===== src/rtl/poly_synth_pkg.sv =====
// Shared types and width helpers for the polyphonic tone generator.
// Waveform and FSM encodings live here so the top, interface and shaper agree.
package poly_synth_pkg;

    typedef enum logic [1:0] {
        SQUARE = 2'b00,
        SAW    = 2'b01,
        TRI    = 2'b10,
        MUTE   = 2'b11
    } mode_t;

    typedef enum logic [1:0] {
        IDLE   = 2'b00,
        LATCH  = 2'b01,
        ACCUM  = 2'b10,
        OUTPUT = 2'b11
    } state_t;

    function automatic int idx_w(input int n);
        return $clog2(n);
    endfunction

    function automatic int cnt_w(input int n);
        return $clog2(n) + 32'sd1;
    endfunction

    // Mixing N voices of OUT_W bits each needs clog2(N) headroom bits.
    function automatic int acc_w(input int out_w, input int n);
        return out_w + $clog2(n);
    endfunction

endpackage


===== src/rtl/poly_synth_if.sv =====
// Key, tuning and sample bus between the key scanner, poly_synth and the DAC stage.
interface poly_synth_if #(
    parameter int N_KEYS  = 8,
    parameter int PHASE_W = 16,
    parameter int OUT_W   = 8
);
    import poly_synth_pkg::*;

    logic [N_KEYS-1:0]            keys;
    mode_t                        mode;
    logic                         tune_we;
    logic [idx_w(N_KEYS)-1:0]     tune_addr;
    logic [PHASE_W-1:0]           tune_data;
    logic [OUT_W-1:0]             wave;
    logic                         wave_valid;
    logic [cnt_w(N_KEYS)-1:0]     active_cnt;

    modport master (
        output keys, mode, tune_we, tune_addr, tune_data,
        input  wave, wave_valid, active_cnt
    );

    modport slave (
        input  keys, mode, tune_we, tune_addr, tune_data,
        output wave, wave_valid, active_cnt
    );

endinterface


===== src/rtl/voice_shaper.sv =====
// Combinational waveform shaper: maps one voice's phase to an OUT_W sample.
module voice_shaper
    import poly_synth_pkg::*;
#(
    parameter int PHASE_W = 16,
    parameter int OUT_W   = 8
) (
    input  logic [PHASE_W-1:0] phase,
    input  mode_t              mode,
    output logic [OUT_W-1:0]   sample
);

    logic [OUT_W-1:0] top_s;
    logic [OUT_W-1:0] tri_s;
    logic             msb_s;
    logic             unused_phase_s;

    assign top_s          = phase[PHASE_W-1 -: OUT_W];
    assign msb_s          = phase[PHASE_W-1];
    // Triangle folds the second half of the cycle back down by inversion.
    assign tri_s          = {top_s[OUT_W-2:0], 1'b0};
    assign unused_phase_s = ^phase;

    // Waveform selection
    always_comb begin
        sample = '0;
        case (mode)
            SQUARE: begin
                if (msb_s) sample = '1;
                else       sample = '0;
            end
            SAW:    sample = top_s;
            TRI: begin
                if (msb_s) sample = ~tri_s;
                else       sample = tri_s;
            end
            MUTE:    sample = '0;
            default: sample = '0;
        endcase
    end

endmodule


===== src/rtl/poly_synth.sv =====
// Polyphonic tone generator: per-key phase accumulators mixed by one
// time-multiplexed accumulator into a single sample per sample period.
module poly_synth
    import poly_synth_pkg::*;
#(
    parameter int N_KEYS     = 8,
    parameter int PHASE_W    = 16,
    parameter int OUT_W      = 8,
    parameter int SAMPLE_DIV = 256
) (
    input  logic         clk,
    input  logic         rst_n,
    poly_synth_if.slave  bus
);

    localparam int IDX_W = idx_w(N_KEYS);
    localparam int CNT_W = cnt_w(N_KEYS);
    localparam int ACC_W = acc_w(OUT_W, N_KEYS);
    localparam int DIV_W = $clog2(SAMPLE_DIV);

    logic [N_KEYS-1:0]  key_meta_r;
    logic [N_KEYS-1:0]  key_sync_r;
    logic [N_KEYS-1:0]  keys_lat_r;
    mode_t              mode_lat_r;
    logic [DIV_W-1:0]   div_cnt_r;
    logic               tick_s;
    state_t             state_r;
    state_t             next_state_s;
    logic               latch_en_s;
    logic               accum_en_s;
    logic               output_en_s;
    logic [IDX_W-1:0]   vidx_r;
    logic               last_voice_s;
    logic [ACC_W-1:0]   acc_r;
    logic [PHASE_W-1:0] phase_r [N_KEYS];
    logic [PHASE_W-1:0] tune_r  [N_KEYS];
    logic [PHASE_W-1:0] new_phase_s;
    logic [OUT_W-1:0]   shaped_s;
    logic               voice_on_s;
    logic [CNT_W-1:0]   pop_s;
    logic [OUT_W-1:0]   wave_r;
    logic               wave_valid_r;
    logic [CNT_W-1:0]   active_cnt_r;

    // Two-flop synchroniser for the asynchronous key levels
    always_ff @(posedge clk or negedge rst_n) begin
        if (!rst_n) begin
            key_meta_r <= '0;
            key_sync_r <= '0;
        end else begin
            key_meta_r <= bus.keys;
            key_sync_r <= key_meta_r;
        end
    end

    assign tick_s = (div_cnt_r == DIV_W'(SAMPLE_DIV - 1));

    // Free-running sample-period divider
    always_ff @(posedge clk or negedge rst_n) begin
        if (!rst_n)      div_cnt_r <= '0;
        else if (tick_s) div_cnt_r <= '0;
        else             div_cnt_r <= div_cnt_r + DIV_W'(1'b1);
    end

    // FSM state register
    always_ff @(posedge clk or negedge rst_n) begin
        if (!rst_n) state_r <= IDLE;
        else        state_r <= next_state_s;
    end

    assign last_voice_s = (vidx_r == IDX_W'(N_KEYS - 1));

    // FSM next-state logic
    always_comb begin
        next_state_s = state_r;
        case (state_r)
            IDLE: begin
                if (tick_s) next_state_s = LATCH;
                else        next_state_s = IDLE;
            end
            LATCH: next_state_s = ACCUM;
            ACCUM: begin
                if (last_voice_s) next_state_s = OUTPUT;
                else              next_state_s = ACCUM;
            end
            OUTPUT:  next_state_s = IDLE;
            default: next_state_s = IDLE;
        endcase
    end

    // FSM output decode into datapath strobes
    always_comb begin
        latch_en_s  = 1'b0;
        accum_en_s  = 1'b0;
        output_en_s = 1'b0;
        case (state_r)
            LATCH:   latch_en_s  = 1'b1;
            ACCUM:   accum_en_s  = 1'b1;
            OUTPUT:  output_en_s = 1'b1;
            default: latch_en_s  = 1'b0;
        endcase
    end

    // Reads use the registered tune word, so a same-cycle write lands next sample.
    assign voice_on_s  = keys_lat_r[vidx_r];
    assign new_phase_s = phase_r[vidx_r] + tune_r[vidx_r];

    voice_shaper #(
        .PHASE_W (PHASE_W),
        .OUT_W   (OUT_W)
    ) u_shaper (
        .phase  (new_phase_s),
        .mode   (mode_lat_r),
        .sample (shaped_s)
    );

    // Sample latch, voice index and mix accumulator
    always_ff @(posedge clk or negedge rst_n) begin
        if (!rst_n) begin
            keys_lat_r <= '0;
            mode_lat_r <= SQUARE;
            vidx_r     <= '0;
            acc_r      <= '0;
        end else if (latch_en_s) begin
            keys_lat_r <= key_sync_r;
            mode_lat_r <= bus.mode;
            vidx_r     <= '0;
            acc_r      <= '0;
        end else if (accum_en_s) begin
            vidx_r <= vidx_r + IDX_W'(1'b1);
            if (voice_on_s) acc_r <= acc_r + ACC_W'(shaped_s);
        end
    end

    // Per-voice phase; released voices restart from zero on the next press
    always_ff @(posedge clk or negedge rst_n) begin
        if (!rst_n) begin
            for (int i = 0; i < N_KEYS; i++) phase_r[i] <= '0;
        end else if (accum_en_s) begin
            if (voice_on_s) phase_r[vidx_r] <= new_phase_s;
            else            phase_r[vidx_r] <= '0;
        end
    end

    // Tuning word RAM, writable in any state
    always_ff @(posedge clk or negedge rst_n) begin
        if (!rst_n) begin
            for (int i = 0; i < N_KEYS; i++) tune_r[i] <= '0;
        end else if (bus.tune_we) begin
            tune_r[bus.tune_addr] <= bus.tune_data;
        end
    end

    // Number of keys held in the latched sample
    always_comb begin
        pop_s = '0;
        for (int i = 0; i < N_KEYS; i++) pop_s = pop_s + CNT_W'(keys_lat_r[i]);
    end

    // Registered sample outputs
    always_ff @(posedge clk or negedge rst_n) begin
        if (!rst_n) begin
            wave_r       <= '0;
            wave_valid_r <= 1'b0;
            active_cnt_r <= '0;
        end else begin
            wave_valid_r <= output_en_s;
            if (output_en_s) begin
                wave_r       <= acc_r[ACC_W-1:IDX_W];
                active_cnt_r <= pop_s;
            end
        end
    end

    assign bus.wave       = wave_r;
    assign bus.wave_valid = wave_valid_r;
    assign bus.active_cnt = active_cnt_r;

endmodule


===== src/flat_wrapper.sv =====
// flat-port wrapper written by rule: the top's interface ports become plain ports
module poly_synth_flat import poly_synth_pkg::*;
#(
    parameter int N_KEYS     = 8,
    parameter int PHASE_W    = 16,
    parameter int OUT_W      = 8,
    parameter int SAMPLE_DIV = 256
)
  (clk, rst_n, bus_keys, bus_mode, bus_tune_we, bus_tune_addr, bus_tune_data, bus_wave, bus_wave_valid, bus_active_cnt);
  poly_synth_if #(.N_KEYS(N_KEYS), .PHASE_W(PHASE_W), .OUT_W(OUT_W)) bus_i ();
  input  logic clk;
  input  logic rst_n;
  input wire logic [$bits(bus_i.keys)-1:0] bus_keys;
  input wire logic [$bits(bus_i.mode)-1:0] bus_mode;
  input wire logic [$bits(bus_i.tune_we)-1:0] bus_tune_we;
  input wire logic [$bits(bus_i.tune_addr)-1:0] bus_tune_addr;
  input wire logic [$bits(bus_i.tune_data)-1:0] bus_tune_data;
  output wire logic [$bits(bus_i.wave)-1:0] bus_wave;
  output wire logic [$bits(bus_i.wave_valid)-1:0] bus_wave_valid;
  output wire logic [$bits(bus_i.active_cnt)-1:0] bus_active_cnt;
  assign bus_i.keys = bus_keys;
  assign bus_i.mode = bus_mode;
  assign bus_i.tune_we = bus_tune_we;
  assign bus_i.tune_addr = bus_tune_addr;
  assign bus_i.tune_data = bus_tune_data;
  assign bus_wave = bus_i.wave;
  assign bus_wave_valid = bus_i.wave_valid;
  assign bus_active_cnt = bus_i.active_cnt;
  poly_synth #(.N_KEYS(N_KEYS), .PHASE_W(PHASE_W), .OUT_W(OUT_W), .SAMPLE_DIV(SAMPLE_DIV)) u_core (.clk(clk), .rst_n(rst_n), .bus(bus_i));
endmodule

===== config.mk =====
export PLATFORM = sky130hd
export DESIGN_NAME = poly_synth_flat
export DESIGN_NICKNAME = d
export VERILOG_FILES = /design/src/rtl/poly_synth_pkg.sv /design/src/rtl/poly_synth_if.sv /design/src/rtl/voice_shaper.sv /design/src/rtl/poly_synth.sv /design/src/flat_wrapper.sv
export SDC_FILE = /design/constraint.sdc
export NUM_CORES = 1
export LEC_CHECK = 0
export CORE_UTILIZATION = 42
export DETAILED_ROUTE_END_ITERATION = 10
export GPL_TIMING_DRIVEN = 0
export HOLD_SLACK_MARGIN = 0.02
export SYNTH_ARGS = -nofsm -noshare
export SYNTH_HDL_FRONTEND = slang
export SYNTH_HIERARCHICAL = 1
export SYNTH_SLANG_ARGS = --single-unit

===== constraint.sdc =====
create_clock -name clk -period 5.7 [get_ports clk]
set_input_delay 1.14 -clock clk [delete_from_list [all_inputs] [get_ports clk]]
set_output_delay 1.14 -clock clk [all_outputs]
set_load 0.02 [all_outputs]

==> Word level (Yosys, flattened, before mapping) <==
Cells that the tools add are included.
{ "totals": {"ram_bits": 0, "output_inout_bits": 13, "elab_cells": 93, "mem_count": 0, "mem_bits_ro": 0, "inputBits": 32, "reg_bits": 319, "latchBits": 0} }
{ "classes": {"eq_ne": 8, "shifts": 0, "div_mod_pow": 0, "order_cmp": 5, "n_bitwise": 5, "add_sub_neg": 11, "muxes": 30, "n_reduce_logical": 7, "multipliers": 0} }
{ "ops": {"columns": ["cell", "n"], "rows": [
  ["$bwmux W128", 2],
  ["$and A128 B128 Y128", 1],
  ["$mux W128", 1],
  ["$not A128 Y128", 1],
  ["$bmux W16 S3", 2],
  ["$demux W16 S3", 2],
  ["$mux W16", 6],
  ["$mux W11", 3],
  ["$pmux W8 S4", 1],
  ["$add A4 B1 Y4", 6],
  ["$mux W8", 3],
  ["$add A16 B16 Y16", 1],
  ["$add A11 B8 Y11", 1],
  ["$add A8 B1 Y8 const B", 1],
  ["$eq A2 B2 Y1 const B", 4],
  ["$eq A8 B8 Y1 const B", 1],
  ["$ge A4 B4 Y1 const B", 2],
  ["$lt A4 B1 Y1 const B", 2],
  ["$not A3 Y4", 2],
  ["$not A8 Y8", 1],
  ["$pmux W2 S4", 1],
  ["$mux W1", 6],
  ["$mux W3", 2],
  ["$eq A2 B1 Y1 const B", 2],
  ["9 further kinds", 12]
]} }

==> Depth between registers and ports, before layout <==
Gate-level depths: netlist of the first run.
{ "depth": {"ltp_word": 12, "ltp_mapped": 27, "mapped_depth_nobuf": 22} }

==> Hierarchy <==
The synthesis of the first run kept the hierarchy.
{ "modules_own_cells": {"columns": ["mod", "area_per_inst_um2", "seq_area_each_um2", "n_inst", "cells_each"], "rows": [
  ["poly_synth", 14863.0, 7982.7, 1, 1299],
  ["voice_shaper", 254.0, 0.0, 1, 28]
]} }

==> Worst setup path before layout of the first run <==
OpenSTA, ideal clock, no wires.
{ "synth_path": {"path_kind": "register -> register", "from": "register u_core.vidx_r[2]", "to": "register u_core.acc_r[10]", "slack_ps": 280, "required_ps": 5566, "synth_period_minus_slack_ps": 5420, "arrival_time_ps": 5287, "stages_incl_launch_ff": 28, "setup_time_ps": 134, "n_path_buf": 6, "cell_sequence": "dfrtp_1 > buf_4 > buf_2 > nor2b_1 > and2_1 > buf_2 > buf_1 > a22oi_1 > nand4_1 > ha_1 > a211oi_1 > o21a_2 > a211oi_2 > o41ai_2 > and3_4 > buf_6 > nor2_1 > buf_6 > nand2b_2 > nand2_1 > ha_1 > fa_1 > a21oi_1 > o211ai_1 > o41ai_1 > nor2_1 > mux2i_1 > o21ai_0"} }
{ "synth_between": {"word_cells_on_any_way": 20, "cone_classes": "add/sub: 2; mux: 14; bitwise: 2; reduce/logical: 2"} }
{ "synth_lines": {"columns": ["item", "line_no", "rtl"], "rows": [
  ["from (decl)", "poly_synth.sv:32", "logic [IDX_W-1:0] vidx_r;"],
  ["from (signal assigned)", "poly_synth.sv:130", "vidx_r <= vidx_r + IDX_W'(1'b1);"],
  ["$not A3 Y4 (not written as such) (*)", "poly_synth.sv:106", "assign new_phase_s = phase_r[vidx_r] + tune_r[vidx_r];"],
  ["$bmux W16 S3", "poly_synth.sv:106", null],
  ["$mux W16 (not written as such) (2 in a row)", "poly_synth.sv:106", null],
  ["$add A16 B16 Y16 (*)", "poly_synth.sv:106", null],
  ["net u_core.new_phase_s[15]", "poly_synth.sv:37", "logic [PHASE_W-1:0] new_phase_s;"],
  ["$mux W8, on equally long branches", "voice_shaper.sv:34, voice_shaper.sv:29", null],
  ["$pmux W8 S4 (*)", "voice_shaper.sv:27", "case (mode)"],
  ["net u_core.shaped_s[0]", "poly_synth.sv:38", "logic [OUT_W-1:0] shaped_s;"],
  ["$add A11 B8 Y11 (*)", "poly_synth.sv:131", "if (voice_on_s) acc_r <= acc_r + ACC_W'(shaped_s);"],
  ["$mux W11 (*)", "poly_synth.sv:131", null],
  ["$mux W11 (*)", "poly_synth.sv:129", "end else if (accum_en_s) begin"],
  ["$mux W11 (*)", "poly_synth.sv:124", "end else if (latch_en_s) begin"],
  ["to (signal assigned)", "poly_synth.sv:131", null],
  ["to (decl)", "poly_synth.sv:34", "logic [ACC_W-1:0] acc_r;"]
]} }
The timed path passes the listed nets; every way through them passes the cells marked *. The select of a mux whose other input is x is not followed.
A chain may end at the register's enable or synchronous reset.

==> Worst setup path after layout of the first run <==
Ends and elaborated chain as after synthesis.

==> flow_summary.ini, run 1 <==
[worst_setup_path]
worst_setup_path_end_kind = register
critical-path-max-stage-delay_ns = 0.47
critical_path_required_ns = 6.09
crit_type = register to register
cp_max_fo = 10
critical_path.slowest_cell = sky130_fd_sc_hd__or4bb_1
cp_data_arrival_time_ns = 5.90
critical_path.startpoint_type = register

[placed_design]
place_worst_setup_slack_ns = -1.84
dpl.cell_count = 1830
hpwl_mm = 28.9
place.port_buffers = 40
place.gp.congestion = 0.899

[sta]
worst_slew_pin_slew_ns = 1.33
max_freq_mhz = 181
setup_viol_count_final = 0
final_critical_path_setup_slack_ns = 0.189
timing_max_transition_violations_final = 0
final.min_clock_period_ns = 5.51
worst_case_headroom_to_the_max_slew_limit_pct = 10.3
fin_skew_ns = 0.0317
timing_hold_violations_final = 0
final.period_utilization_pct = 96.7

[layout]
final_layout_size_suffix_gt1_share_pct = 25.7
post-route-util_pct = 51.3
design.final.nets = 1513
final_cells = 1930
area_growth_syn_to_layout_pct = 20.4
num_antenna_cells = 0

[global_route]
number_of_antenna_violations_at_the_first_check_in_global_routing = 1
grt_pass1_wl_mm = 69.0
met3_usage_pct = 4.75
busiest_layer = met2
grt_pass1_vias = 11371
grt_max_degree = 123
aggregate_global_route_resource_usage_pct = 25.1
grt-ovfl-total = 0
met2_usage_pct = 37.7
grt.met1_usage_pct = 36.1

[power]
pwr-share-comb_pct = 11.8
power.net_switching_mw = 1.41
power_switching_share_pct = 25.0
intPower_mw = 4.24
sequential_group_share_of_total_power_pct = 45.5
p_clk_share_pct = 42.7
p_per_area_nw_per_um2 = 311
p_leak_nw = 7.79
ir_drop_mv = 0.250

[synth]
synth.top_cells.by_area = sky130_fd_sc_hd__dfrtp_1 53%, sky130_fd_sc_hd__mux2_2 11%, sky130_fd_sc_hd__a22oi_1 5.8%, sky130_fd_sc_hd__nand2_1 4.1%, sky130_fd_sc_hd__o21ai_0 3.5%
synth_seq_area_share_pct = 52.8
synth_top_area_share_pct = 52.8
netlist_area_um2 = 15100
synth.avg_cell_area_um2 = 11.4
synthesis.yosys.warnings = 6
synth_async_sr_flop_share_pct = 100
synth_top_area_cell = sky130_fd_sc_hd__dfrtp_1
netlist-cell-type-count = 72
synth-edff-count = 0
synth_ff_type = sky130_fd_sc_hd__dfrtp_1
syn_inst = 1327
yosys_register_bits = 319
synthesized_net_count = 1398

[clocking]
clock_tree.buffer_depth = 3
cts_htree_levels = 2
clk_root_buffer_cell = sky130_fd_sc_hd__clkbuf_16
cts_sinks = 319
tritoncts = built
clkLatencyLatePin_ns = 0.54
path_clk_slew_ns = 0.06
number_of_buffers_created_by_cts = 36
hold_buffers = 0

[drt]
post-route-drc-count = 0
route.antenna.remaining_nets = 0
finalWirelength_mm = 45.3
routed_wire_length_per_instance_um = 23.5
viasPerCell = 5.88
via_count = 11353
first_pass_iters = 5
dr.first_iter.drc_count = 1102

[die]
rows = 69
core_area_um2 = 35500
fp.dieArea_um2 = 36800
dieWidth_um = 192
io_pins = 45
floorplan.initialDensity_pct = 42.6
dieHeight_um = 192

[hold_path]
worst_hold_path_type = register to register

[job]
timing.max_cap.violations = 0

[outcome]
status = complete, no violations
-- state kept, by name, indices dropped and copies added (netlist names) --
| signal | flops |
|---|---|
| u_core/key_meta_r | 8 |
| u_core/key_sync_r | 8 |
| u_core/phase_r | 128 |
| u_core/vidx_r | 3 |
| u_core/keys_lat_r | 8 |
| u_core/div_cnt_r | 8 |
| u_core/state_r | 2 |
| u_core/tune_r | 128 |
| u_core/mode_lat_r | 2 |
| u_core/acc_r | 11 |
| u_core/bus.wave | 8 |
| u_core/bus.active_cnt | 4 |
| u_core/bus.wave_valid | 1 |
-- synth_stat cells (all sizes together) (30+ instances only) --
| library cell | count |
|---|---|
| buf | 33 |
| nor2 | 33 |
| nand4 | 37 |
| inv | 30 |
| o21ai | 109 |
| dfrtp | 319 |
| ha | 33 |
| clkbuf | 58 |
| o31ai | 37 |
| nand2 | 165 |
| a22oi | 120 |
| mux2 | 150 |
-- through the flow --
| step | instance area (um^2) | TNS (ns) | total power, mW | hold WS (ns) |
|---|---|---|---|---|
| after floorplan | 15100 | 0 | 2.98 | 0.331 |
| after CTS | 17900 | 0 | 5.67 | 0.342 |
| final | 18200 | 0 | 5.66 | 0.339 |
| after global placement | 16100 | -3336.09 | 3.18 | 0.333 |
| after detailed placement | 16200 | -14.66 | 3.20 | 0.335 |
| after global routing | 18200 | -0.0456 | 5.87 | 0.348 |
-- area by class of cell --
class | instances | area [um^2]
Tap cell | 461 | 577
Clock inverter | 18 | 229
Sequential cell | 319 | 7980
Timing Repair Buffer | 81 | 766
Inverter | 30 | 120
Clock buffer | 47 | 1010
Fill cell | 3112 | 17300
Multi-Input combinational cell | 887 | 6940
Buffer | 87 | 582
-- cells by family after synthesis --
kind of cell	after synthesis	synth area share [%]
AOI/OAI and AO/OA	346	16.1
DFF	319	52.8
and+or+nand+nor	311	10.0
muxes	167	12.7
buffers and inverters	121	3.40
adders and majority gates	39	3.53
xor gates and xnor gates	24	1.49
-- power groups by stage --
stage / registers, mW / clock network [mW] / logic (mW)
after global routing: 2.60 / 2.55 / 0.726
after floorplan: 2.58 / 0 / 0.404
after CTS: 2.57 / 2.46 / 0.639
after detailed placement: 2.61 / 0 / 0.592
final: 2.58 / 2.42 / 0.669
after global placement: 2.61 / 0 / 0.573
-- per-layer routing --
layer | share of wire (%) | vias up
li1 | - | 5119
met1 | 45 | 5768
met2 | 44 | 373
met3 | 7.1 | 91
met4 | 3.2 | 2
met5 | 0.10 | -
-- path summary, 6_finish.rpt --
check                                startpoint  cells after the start                       end  slack [ns]
max                            u_core/vidx_r[2]                     25          u_core/acc_r[10]        0.19
min                        u_core/key_meta_r[4]                      0      u_core/key_sync_r[4]        0.34
max reg2reg                    u_core/vidx_r[2]                     25          u_core/acc_r[10]        0.19
min reg2reg                u_core/key_meta_r[4]                      0      u_core/key_sync_r[4]        0.34
max in group asynchronous                 rst_n                      2  u_core/bus.active_cnt[3]        3.97
min in group asynchronous                 rst_n                      1        u_core/tune_r[118]        0.65
-- cells in the final DEF (no fill, tap or decap), types with 32 or more instances in the layout --
master / n
sky130_fd_sc_hd__nand2_1: 165
sky130_fd_sc_hd__o21ai_0: 101
sky130_fd_sc_hd__dfrtp_1: 319
sky130_fd_sc_hd__nand4_1: 37
sky130_fd_sc_hd__clkdlybuf4s50_1: 39
sky130_fd_sc_hd__clkbuf_1: 44
sky130_fd_sc_hd__nor2_1: 32
sky130_fd_sc_hd__a22oi_1: 113
sky130_fd_sc_hd__buf_4: 44
sky130_fd_sc_hd__o31ai_1: 37
sky130_fd_sc_hd__mux2_2: 149
sky130_fd_sc_hd__clkbuf_16: 37
-- critical path, delay by kind of cell (launching register included) --
kind | cells | cell delay (ns)
fa+ha+maj | 2 | 0.69
simple gates | 8 | 1.56
buf+inv | 6 | 1.00
mux | 1 | 0.16
compound gates | 8 | 1.52
flops | 1 | 0.40
-- timing repair --
item	CTS	global route
resized for setup	101	40
endpoints found under the setup margin	11	6
setup buffers	16	23
pin swaps	23	19
(Power assumes the default switching activity.)
==> inputs of run 2 (changes only) <==
==> constraint.sdc (replaced) <==
create_clock -name clk -period 6.7 [get_ports clk]
set_input_delay 1.34 -clock clk [delete_from_list [all_inputs] [get_ports clk]]
set_output_delay 1.34 -clock clk [all_outputs]
set_load 0.02 [all_outputs]
==> run 2 against run 1 <==
Combinational power is 23% lower; register-to-register slack better by 0.13 ns; clock skew is 0.00078 ns lower.
==> flow_summary.ini, run 2 (synthesis gave the netlist of run 1 again) <==
[worst_setup_path]
crit_type = register to register
critPathTopFamily = compound AO/OA/AOI/OAI gates
critical_path.startpoint_type = register
cp_data_arrival_time_ns = 6.76
critical_path.slowest_cell = sky130_fd_sc_hd__ha_1
critical-path-max-stage-delay_ns = 0.44
worst_setup_path_end_kind = register
timing.critical_path.buf_inv = 6
critical_path_required_ns = 7.08
cp_max_fo = 10

[clocking]
path_clk_slew_ns = 0.06
cts_htree_levels = 2
clkLatencyLatePin_ns = 0.53
clock_tree.buffer_depth = 3
cts_sinks = 319
clk_root_buffer_cell = sky130_fd_sc_hd__clkbuf_16
tritoncts = built
hold_buffers = 0
number_of_buffers_created_by_cts = 36

[layout]
final_cells = 1902
final_layout_size_suffix_gt1_share_pct = 21.4
largest_registers = u_core/phase_r (128), u_core/tune_r (128), u_core/acc_r (11)
fillCellCount = 3182
num_antenna_cells = 0
most-common-layout-cells = 319 x sky130_fd_sc_hd__dfrtp_1, 165 x sky130_fd_sc_hd__nand2_1, 149 x sky130_fd_sc_hd__mux2_2
final_common_cell = sky130_fd_sc_hd__dfrtp_1
area_growth_syn_to_layout_pct = 16.4
design.final.nets = 1485

[die]
io_pins = 45
dieHeight_um = 192
floorplan.initialDensity_pct = 42.6
dieWidth_um = 192
rows = 69
core_area_um2 = 35500
fp.dieArea_um2 = 36800

[placed_design]
place.port_buffers = 40
hpwl_mm = 28.9
place.gp.congestion = 0.899
dpl.cell_count = 1830
place_worst_setup_slack_ns = -0.844

[sta]
timing_hold_violations_final = 0
final.period_utilization_pct = 95.2
setup_viol_count_final = 0
final.min_clock_period_ns = 6.38
worst_slew_pin_slew_ns = 1.31
max_freq_mhz = 157
final_critical_path_setup_slack_ns = 0.323
fin_skew_ns = 0.0309
worst_case_headroom_to_the_max_slew_limit_pct = 12.1
timing_max_transition_violations_final = 0

[drt]
routed_wire_length_per_instance_um = 23.5
post-route-drc-count = 0
route.antenna.remaining_nets = 0
via_count = 11254
first_pass_iters = 5
viasPerCell = 5.92
finalWirelength_mm = 44.7
dr.first_iter.drc_count = 1177

[global_route]
grt_pass1_wl_mm = 68.4
grt_max_degree = 123
grt_pass1_vias = 11257
number_of_antenna_violations_at_the_first_check_in_global_routing = 1
aggregate_global_route_resource_usage_pct = 24.8
grt-ovfl-total = 0

[hold_path]
worst_hold_path_type = register to register

[power]
p_leak_nw = 7.58
design_power_total_mw = 4.76
ir_drop_mv = 0.212
p_per_area_nw_per_um2 = 270

[job]
timing.max_cap.violations = 0

[outcome]
status = complete, no violations
[run 2: changes by cell type in the layout (fill, tap and decap cells not counted), sizes merged]
cell,change
inv,+2
buf,-33
clkinvlp,-2
clkbuf,+5
[run 2: path summary, 6_finish.rpt]
| path | from | endpoint | slack, ns | cells after the start |
|---|---|---|---|---|
| min | u_core/key_meta_r[4] | u_core/key_sync_r[4] | 0.34 | 0 |
| max | u_core/vidx_r[2] | u_core/acc_r[10] | 0.32 | 26 |
| max reg2reg | u_core/vidx_r[2] | u_core/acc_r[10] | 0.32 | 26 |
| max in group asynchronous | rst_n | u_core/bus.active_cnt[3] | 4.76 | 2 |
| min in group asynchronous | rst_n | u_core/tune_r[118] | 0.85 | 1 |
| min reg2reg | u_core/key_meta_r[4] | u_core/key_sync_r[4] | 0.34 | 0 |
[run 2: cell type report]
type	count	area (um^2)	share of cell area (%)
plain buffers	91	474	2.69
multi-input cells	887	6700	38.1
repair buffers	49	513	2.91
flip-flops and latches	319	7980	45.4
clock buffers	47	1010	5.75
inverters	30	113	0.640
clock inverters	18	229	1.30
well taps	461	577	3.28
[run 2: worst reg2reg max path: cells and delay by family, from the launching register on]
family          cells  cell delay [ns]
flops               1             0.38
fa+ha+maj           3             1.07
simple gates        9             1.61
buf+inv             6             1.36
mux                 1             0.15
compound gates      7             1.67
[run 2: per-stage QoR]
stage	instance area (um^2)	hold slack, ns	utilization, %	setup TNS, ns
2_1_floorplan	15100	0.331	-	0
3_3_place_gp	16100	0.333	45.4	-3070.69
3_5_place_dp	16200	0.335	45.5	-4.40
4_1_cts	17500	0.342	49.2	0
5_1_grt	17600	0.348	49.6	-0.0207
6_report	17600	0.339	49.6	0
[run 2: per-layer routing]
layer | GRT usage [%] | vias to the layer above | part of all wire, %
met3 | 4.11 | 85 | 7.9
met4 | 8.91 | 0 | 3.1
met2 | 36.7 | 398 | 44
li1 | - | 5064 | -
met5 | 0 | - | 0
met1 | 36.6 | 5707 | 45
[run 2: report_power, final]
part           internal [mW]  total (mW)  leakage [nW]  switching (mW)
logic                  0.246       0.518          2.80           0.272
registers               2.10        2.19          4.15          0.0856
clock network           1.23        2.05         0.621           0.820
[run 2: what timing repair did]
item	CTS	global route
gates resized for setup	28	48
pin swaps	0	4
cloned	0	0
setup buffers	0	7
setup endpoints to repair	9	6
